<file path="config.mk">
export PLATFORM = sky130hd
export DESIGN_NAME = pc_control_unit
export DESIGN_NICKNAME = d
export VERILOG_FILES = /design/src/rtl/pc_control_unit.sv
export SDC_FILE = /design/constraint.sdc
export NUM_CORES = 1
export LEC_CHECK = 0
export ABC_AREA = 0
export BUFFER_PORTS_ARGS = -buffer_cell sky130_fd_sc_hd__buf_2
export CAP_MARGIN = 20
export CELL_PAD_IN_SITES_DETAIL_PLACEMENT = 1
export CELL_PAD_IN_SITES_GLOBAL_PLACEMENT = 2
export CORE_MARGIN = 2
export CORE_UTILIZATION = 28
export CTS_CLUSTER_SIZE = 24
export DETAILED_ROUTE_END_ITERATION = 6
export GPL_TIMING_DRIVEN = 1
export PLACE_DENSITY = 0.88
export SYNTH_ARGS = -nofsm -noshare
export SYNTH_HDL_FRONTEND = slang
export SYNTH_SLANG_ARGS = --single-unit
</file>
<file path="constraint.sdc">
create_clock -name clk -period 3.6 [get_ports clk]
set_input_delay 0.36 -clock clk [delete_from_list [all_inputs] [get_ports clk]]
set_output_delay 0.36 -clock clk [all_outputs]
set_load 0.005 [all_outputs]
</file>
<file path="src/rtl/pc_control_unit.sv">
// Instruction-sequencing front end: program counter, 16-entry branch-target LUT
// and the main opcode decoder. Only the program counter holds state.
module pc_control_unit (
  input  logic        clk,
  input  logic        reset,
  input  logic [8:0]  mach_code,
  input  logic        one_q,
  input  logic        rel_jump_en,
  output logic [11:0] prog_ctr,
  output logic [11:0] target,
  output logic [1:0]  inst_type,
  output logic        branch_inst,
  output logic        abs_jump,
  output logic        mem_read,
  output logic        mem_write,
  output logic        alu_src,
  output logic        reg_write,
  output logic        mem_to_reg,
  output logic [3:0]  alu_op
);

  localparam int unsigned D = 12;
  localparam int unsigned A = 4;

  logic [3:0] funct;
  assign funct = mach_code[7:4];

  // Branch-target table: entry k holds 10*k.
  always_comb begin
    target = D'(0);
    case (mach_code[3:0])
      4'd0:    target = D'(0);
      4'd1:    target = D'(10);
      4'd2:    target = D'(20);
      4'd3:    target = D'(30);
      4'd4:    target = D'(40);
      4'd5:    target = D'(50);
      4'd6:    target = D'(60);
      4'd7:    target = D'(70);
      4'd8:    target = D'(80);
      4'd9:    target = D'(90);
      4'd10:   target = D'(100);
      4'd11:   target = D'(110);
      4'd12:   target = D'(120);
      4'd13:   target = D'(130);
      4'd14:   target = D'(140);
      4'd15:   target = D'(150);
      default: target = D'(0);
    endcase
  end

  // Main decoder; opcode 10xxx is reserved and decodes as NOP.
  always_comb begin
    inst_type   = 2'b00;
    branch_inst = 1'b0;
    mem_read    = 1'b0;
    mem_write   = 1'b0;
    alu_src     = 1'b0;
    reg_write   = 1'b0;
    mem_to_reg  = 1'b0;
    alu_op      = A'(0);
    if (mach_code[8]) begin
      if (mach_code[7]) begin
        inst_type = 2'b11;
        reg_write = 1'b1;
        alu_op    = A'(0);
      end
    end else begin
      case (funct)
        4'b0000, 4'b0001, 4'b0010, 4'b0011,
        4'b0100, 4'b0101, 4'b0110, 4'b0111: begin
          alu_op    = funct;
          alu_src   = 1'b1;
          reg_write = 1'b1;
        end
        4'b1000: begin
          alu_op     = 4'b0111;
          alu_src    = 1'b1;
          mem_read   = 1'b1;
          mem_to_reg = 1'b1;
          reg_write  = 1'b1;
        end
        4'b1001: begin
          alu_op    = 4'b0111;
          alu_src   = 1'b1;
          mem_write = 1'b1;
        end
        4'b1010: branch_inst = 1'b1;
        default: ;
      endcase
    end
  end

  assign abs_jump = branch_inst & one_q;

  // Reset beats absolute jump, which beats relative jump, which beats +1.
  always_ff @(posedge clk) begin
    if (reset)
      prog_ctr <= D'(0);
    else if (abs_jump)
      prog_ctr <= target;
    else if (rel_jump_en)
      prog_ctr <= prog_ctr + target;
    else
      prog_ctr <= prog_ctr + D'(1);
  end

endmodule

</file>
==> impl_metrics.toml, run 1 <==
[drt]
vias = 1311
drtPass1Iterations = 4
drt-vias-per-instance = 5.02
totalWireLength_mm = 3.75
drc = 0
drtIter0Drc = 29
drtAntennaViolNets = 0
wl_per_cell_um = 14.4

[pwr]
internal_power_mw = 0.343
p_leak_nw = 0.752
p_seq_share_pct = 32.0
p_clk_share_pct = 28.8
peakVddDrop_mv = 0.138
p_sw_mw = 0.197
p_comb_share_pct = 39.3
power_density_nw_per_um2 = 349
swShare_pct = 36.4

[finish]
finalInstanceArea_um2 = 1550
instances_no_fill = 261
fillers = 589
multi_input_area_um2 = 943
top_regs = "prog_ctr (12)"
area_growth_pct = 17.7
nNetsFinal = 236
ff_latch_area_um2 = 240
top_register = "prog_ctr"
largest_reg_flops = 12
n_antenna_cell = 0
drive_gt1_share_pct = 23.9

[synth]
ys_top_cells_by_area = "dfxtp_1, ha_1, a21oi_1, buf_4, nand2_1"
synth-edff-count = 0
synth-seq-cells = 12
ys_types = 43
synth_area_um2 = 1310
synth.yosys.seq_area_share_pct = 18.3
yosysWarnings = 0
synth_top_area_share_pct = 18.3
synth_area_leader_cell = "dfxtp_1"
yosysMostFrequentCell = "nand2_1"
syn_avg_cell_area_um2 = 7.51
synth_cells = 175
async_reset_ff_share_pct = 0
synth_flop_cell = "dfxtp_1"
ys_top_cells_by_count = "nand2_1, a21oi_1, nor2_1"

[place]
placed_cells = 257
dpl_cell_area_um2 = 1490
place.gp.congestion = 0.771
dp_hpwl_mm = 2.99
numPortBuffers = 43

[worst_setup_path]
cp_slowest_cell = "xnor2_1"
cp_max_fo = 9
critPathBufInv = 2
crit_path_start_kind = "primary input"
worstPathCellList = "buf_2 > inv_1 > ha_1 > mux2i_1 > xnor2_1 > ha_1 > o21ai_0 > o21ai_0 > nand3_1 > or3_1 > a21oi_1"
cpPeakStageDelay_ps = 390
critPathKind = "in -> reg"
crit_arrival_ps = 2650
cpLargestDelayFamily = "adder cells"
worstSetupEndpointType = "flip-flop"
required_ps = 3780

[floorplanning]
core_area_um2 = 4440
die_w_um = 72.5
die_h_um = 72.5
start_util_pct = 29.6
io-pin-count = 50
core.rowCount = 24
die_area_um2 = 5260

[global_route]
grt_pass1_wl_mm = 5.92
overflow = 0
grt_antenna_before_repair = 0
grt_max_degree = 21
grt_pass1_vias = 1200
grt_usage_pct = 14.3

[clocking]
clock_latency_ps = 250
cts_tree = "built"
clk_pin_slew_worst_paths_ps = 60
cts_htree_levels = 1
clkSinkCount = 12
post_cts_buffers = 0
hold_buffers = 0
clock_path_buffers = 2
cts_made_buffers = 3
cts.repair.resized = 0
clock-root-buffer = "clkbuf_8"

[sta]
fmax_mhz = 405
slew_violations = 0
tns_ps = 0
hold_viol = 0
fin_crit_sh_pct = 68.7
rsz0062_at_grt = "no"
layout_min_cycle_time_ps = 2470
finClkSkew_ps = 5.09
setup_viol = 0

[run]
cap_violations = 0

[run_status]
status = "completed"

[min_path]
hold_path_class = "in -> reg"
-- cells by family after synthesis --
group	Yosys count	share of synthesized area (%)
AND/OR/NAND/NOR	65	25.4
AO/OA/AOI/OAI	41	19.1
buffers and inverters	25	11.3
adder cells (fa/ha/maj)	13	13.0
XOR/XNOR	12	8.00
flip-flops	12	18.3
multiplexers	6	4.57
other	1	0.285
-- worst paths after layout --
check / from / to / slack (ps) / depth (start not counted)
min reg2reg: prog_ctr[11]$_SDFF_PP0_ / prog_ctr[11]$_SDFF_PP0_ / 490 / 2
min: mach_code[1] / prog_ctr[2]$_SDFF_PP0_ / 450 / 3
max reg2reg: prog_ctr[1]$_SDFF_PP0_ / prog_ctr[7]$_SDFF_PP0_ / 1550 / 6
max: mach_code[1] / prog_ctr[9]$_SDFF_PP0_ / 1130 / 11
-- cells in the final DEF, fill, tap and decap left out, drive strengths merged, types with 7 or more instances in the layout --
cell type,count
ha,12
nand2,18
o21ai,9
xnor2,7
buf,43
a21oi,15
nand3,8
dfxtp,12
nor2,14
-- power groups by stage --
stage,sequential [mW],combinational [mW],clock (mW)
floorplan,0.171,0.153,0
global placement,0.175,0.210,0
CTS,0.172,0.212,0.160
global route,0.176,0.235,0.165
finish,0.173,0.212,0.155
detailed placement,0.175,0.211,0
-- through the flow --
step	power [mW]	utilization (%)	setup WS, ps	hold slack, ps
after global placement	0.385	33.6	943	469
final	0.540	34.8	1130	447
after CTS	0.544	34.8	1160	443
after detailed placement	0.387	33.6	895	488
after global routing	0.577	34.8	924	457
after floorplan	0.324	-	1430	472
-- routing by layer --
metal / vias to the layer above / track usage, % / wire length, um
met5: - / 0 / 0
met4: 0 / 2.47 / 0
met1: 624 / 19.3 / 1900
met2: 24 / 24.1 / 1700
met3: 0 / 2.92 / 141
li1: 663 / - / -
-- worst reg2reg max path, stage by stage (launching register included) --
cell and delay, ps:
dfxtp_1 340, ha_1 220, fa_1 440, a211oi_1 330
o21bai_1 120, a21o_1 200, o41ai_1 310
-- final cells by class --
type / instances / area share [%]
Timing Repair Buffer: 43 / 13.9
Sequential cell: 12 / 15.5
Multi-Input combinational cell: 143 / 61.0
Tap cell: 52 / 4.21
Inverter: 7 / 1.78
Clock buffer: 4 / 3.56
No activity file was read; power rests on OpenSTA's default activity.
==> run 2, diff against run 1 <==
--- a/config.mk
+++ b/config.mk
@@ -5,17 +5,17 @@
 export SDC_FILE = /design/constraint.sdc
 export NUM_CORES = 1
 export LEC_CHECK = 0
-export ABC_AREA = 0
+export ABC_AREA = 1
 export BUFFER_PORTS_ARGS = -buffer_cell sky130_fd_sc_hd__buf_2
 export CAP_MARGIN = 20
 export CELL_PAD_IN_SITES_DETAIL_PLACEMENT = 1
 export CELL_PAD_IN_SITES_GLOBAL_PLACEMENT = 2
 export CORE_MARGIN = 2
-export CORE_UTILIZATION = 28
+export CORE_UTILIZATION = 25
 export CTS_CLUSTER_SIZE = 24
 export DETAILED_ROUTE_END_ITERATION = 6
 export GPL_TIMING_DRIVEN = 1
-export PLACE_DENSITY = 0.88
+export PLACE_DENSITY = 0.83
 export SYNTH_ARGS = -nofsm -noshare
 export SYNTH_HDL_FRONTEND = slang
 export SYNTH_SLANG_ARGS = --single-unit
==> constraint.sdc (replaced) <==
create_clock -name clk -period 2.4 [get_ports clk]
set_input_delay 0.24 -clock clk [delete_from_list [all_inputs] [get_ports clk]]
set_output_delay 0.24 -clock clk [all_outputs]
set_load 0.005 [all_outputs]
==> impl_metrics.toml, run 2 <==
[place]
numPortBuffers = 43
place_ws_ps = 52.4
placed_cells = 347
dpl_cell_area_um2 = 1710
dp_hpwl_mm = 3.69
place.gp.congestion = 0.796

[synth]
yosysWarnings = 0
synth-xor-area-share_pct = 4.86
synth_cells = 234
synth_flop_cell = "dfxtp_1"
synth_compound_area_share_pct = 15.3
synth.yosys.seq_area_share_pct = 16.7
ys_types = 36
synth_simple_gate_area_share_pct = 35.8
synth-seq-cells = 12
async_reset_ff_share_pct = 0
synth_top_area_share_pct = 16.7
synth_fa_ha_area_share_pct = 11.8
ys_top_cells_by_area = "dfxtp_1, nand2_1, ha_1, inv_1, nand3_1"
synth_area_um2 = 1440
syn_avg_cell_area_um2 = 6.16
synthMuxAreaShare_pct = 0
synth-edff-count = 0
synth_top_family_by_area = "simple AND/OR/NAND/NOR gates"
ys_top_cells_by_count = "nand2_1, inv_1, nor2_1"
synth_area_leader_cell = "dfxtp_1"
yosysMostFrequentCell = "nand2_1"

[drt]
drtAntennaViolNets = 0
drtPass1Iterations = 4
wl_per_cell_um = 12.8
totalWireLength_mm = 4.46
drtIter0Drc = 72
drt-vias-per-instance = 4.49
vias = 1572
drc = 0

[sta]
fmax_mhz = 480
fin_ws_ps = 317
slew_violations = 0
rsz0062_at_grt = "no"
setup_viol = 0
tns_ps = 0
finClkSkew_ps = 3.09
hold_viol = 0
fin_hold_ws_ps = 272
fin_crit_sh_pct = 86.8
layout_min_cycle_time_ps = 2080

[clocking]
clkSinkCount = 12
cts.repair.resized = 0
cts_tree = "built"
clock_latency_ps = 240
cts_htree_levels = 1
post_cts_buffers = 0
clock-root-buffer = "clkbuf_8"
cts_made_buffers = 3
hold_buffers = 0
clock_path_buffers = 2
clk_pin_slew_worst_paths_ps = 60

[worst_setup_path]
cp_max_fo = 4
critPathKind = "in -> reg"
worstSetupEndpointType = "flip-flop"
required_ps = 2540
crit_path_start_kind = "primary input"
crit_arrival_ps = 2220

[finish]
n_antenna_cell = 0
top_register = "prog_ctr"
area_growth_pct = 22.0
fillers = 769
top_regs = "prog_ctr (12)"
final_common_cell = "nand2_1"
nNetsFinal = 306
largest_reg_flops = 12
final_cell_mix = "nand2_1, buf_2, inv_1, nor2_1, nand3_1"
fin_util_pct = 31.7
instances_no_fill = 350
drive_gt1_share_pct = 24.5
finalInstanceArea_um2 = 1760

[run]
cap_violations = 0

[floorplanning]
die_w_um = 79.9
die_area_um2 = 6390
die_h_um = 79.9
io-pin-count = 50
core_area_um2 = 5540
core.rowCount = 27
start_util_pct = 26.0

[global_route]
grt_pass1_vias = 1628
grt_usage_pct = 15.1
grt_antenna_before_repair = 0
grt_max_degree = 17
grt_pass1_wl_mm = 7.70
overflow = 0

[run_status]
status = "completed"

[pwr]
p_leak_nw = 0.947
power_mw = 0.729
power_density_nw_per_um2 = 415
peakVddDrop_mv = 0.180

[min_path]
hold_path_class = "in -> reg"
-- run 2: final cells by class --
type / instances / area (um^2) / area share (%)
inverter: 31 / 116 / 6.62
timing repair buffer: 50 / 268 / 15.2
multi-input combinational: 182 / 1000 / 57.0
clock buffer: 3 / 41.3 / 2.35
sequential: 12 / 240 / 13.7
tap: 72 / 90.1 / 5.12
-- run 2: where the power goes --
part / leakage [nW] / internal (mW) / switching (mW)
Combinational: 0.827 / 0.122 / 0.166
Clock: 0.0216 / 0.111 / 0.0787
Sequential: 0.0983 / 0.216 / 0.0344
-- run 2: path summary, 6_finish.rpt --
check / start / endpoint / slack (ps) / cells past startpoint
min: reset / prog_ctr[5]$_SDFF_PP0_ / 270 / 4
min reg2reg: prog_ctr[11]$_SDFF_PP0_ / prog_ctr[11]$_SDFF_PP0_ / 530 / 4
max reg2reg: prog_ctr[1]$_SDFF_PP0_ / prog_ctr[5]$_SDFF_PP0_ / 550 / 9
max: mach_code[1] / prog_ctr[5]$_SDFF_PP0_ / 320 / 12
-- run 2: logic make-up after synthesis --
logic type                 after synthesis
AOI/OAI and AO/OA                       38
xor gates and xnor gates                 8
adders and majority gates               13
buffers and inverters                   45
DFF                                     12
other                                    1
and+or+nand+nor                        117
-- run 2: critical path: stages --
cell     delay, ps
buf_2          120
inv_1           60
ha_1           260
o21ai_0        200
xor2_1         220
ha_1           300
or2_0          230
and2_1         190
nor2_1         100
o21ai_0         90
o21ai_0        150
inv_1           50
-- run 2: layer usage --
metal | global-route usage, % | routed length [um]
met5 | 0 | 0
met4 | 3.05 | 33
met3 | 1.47 | 104
met2 | 25.8 | 2060
met1 | 20.7 | 2270
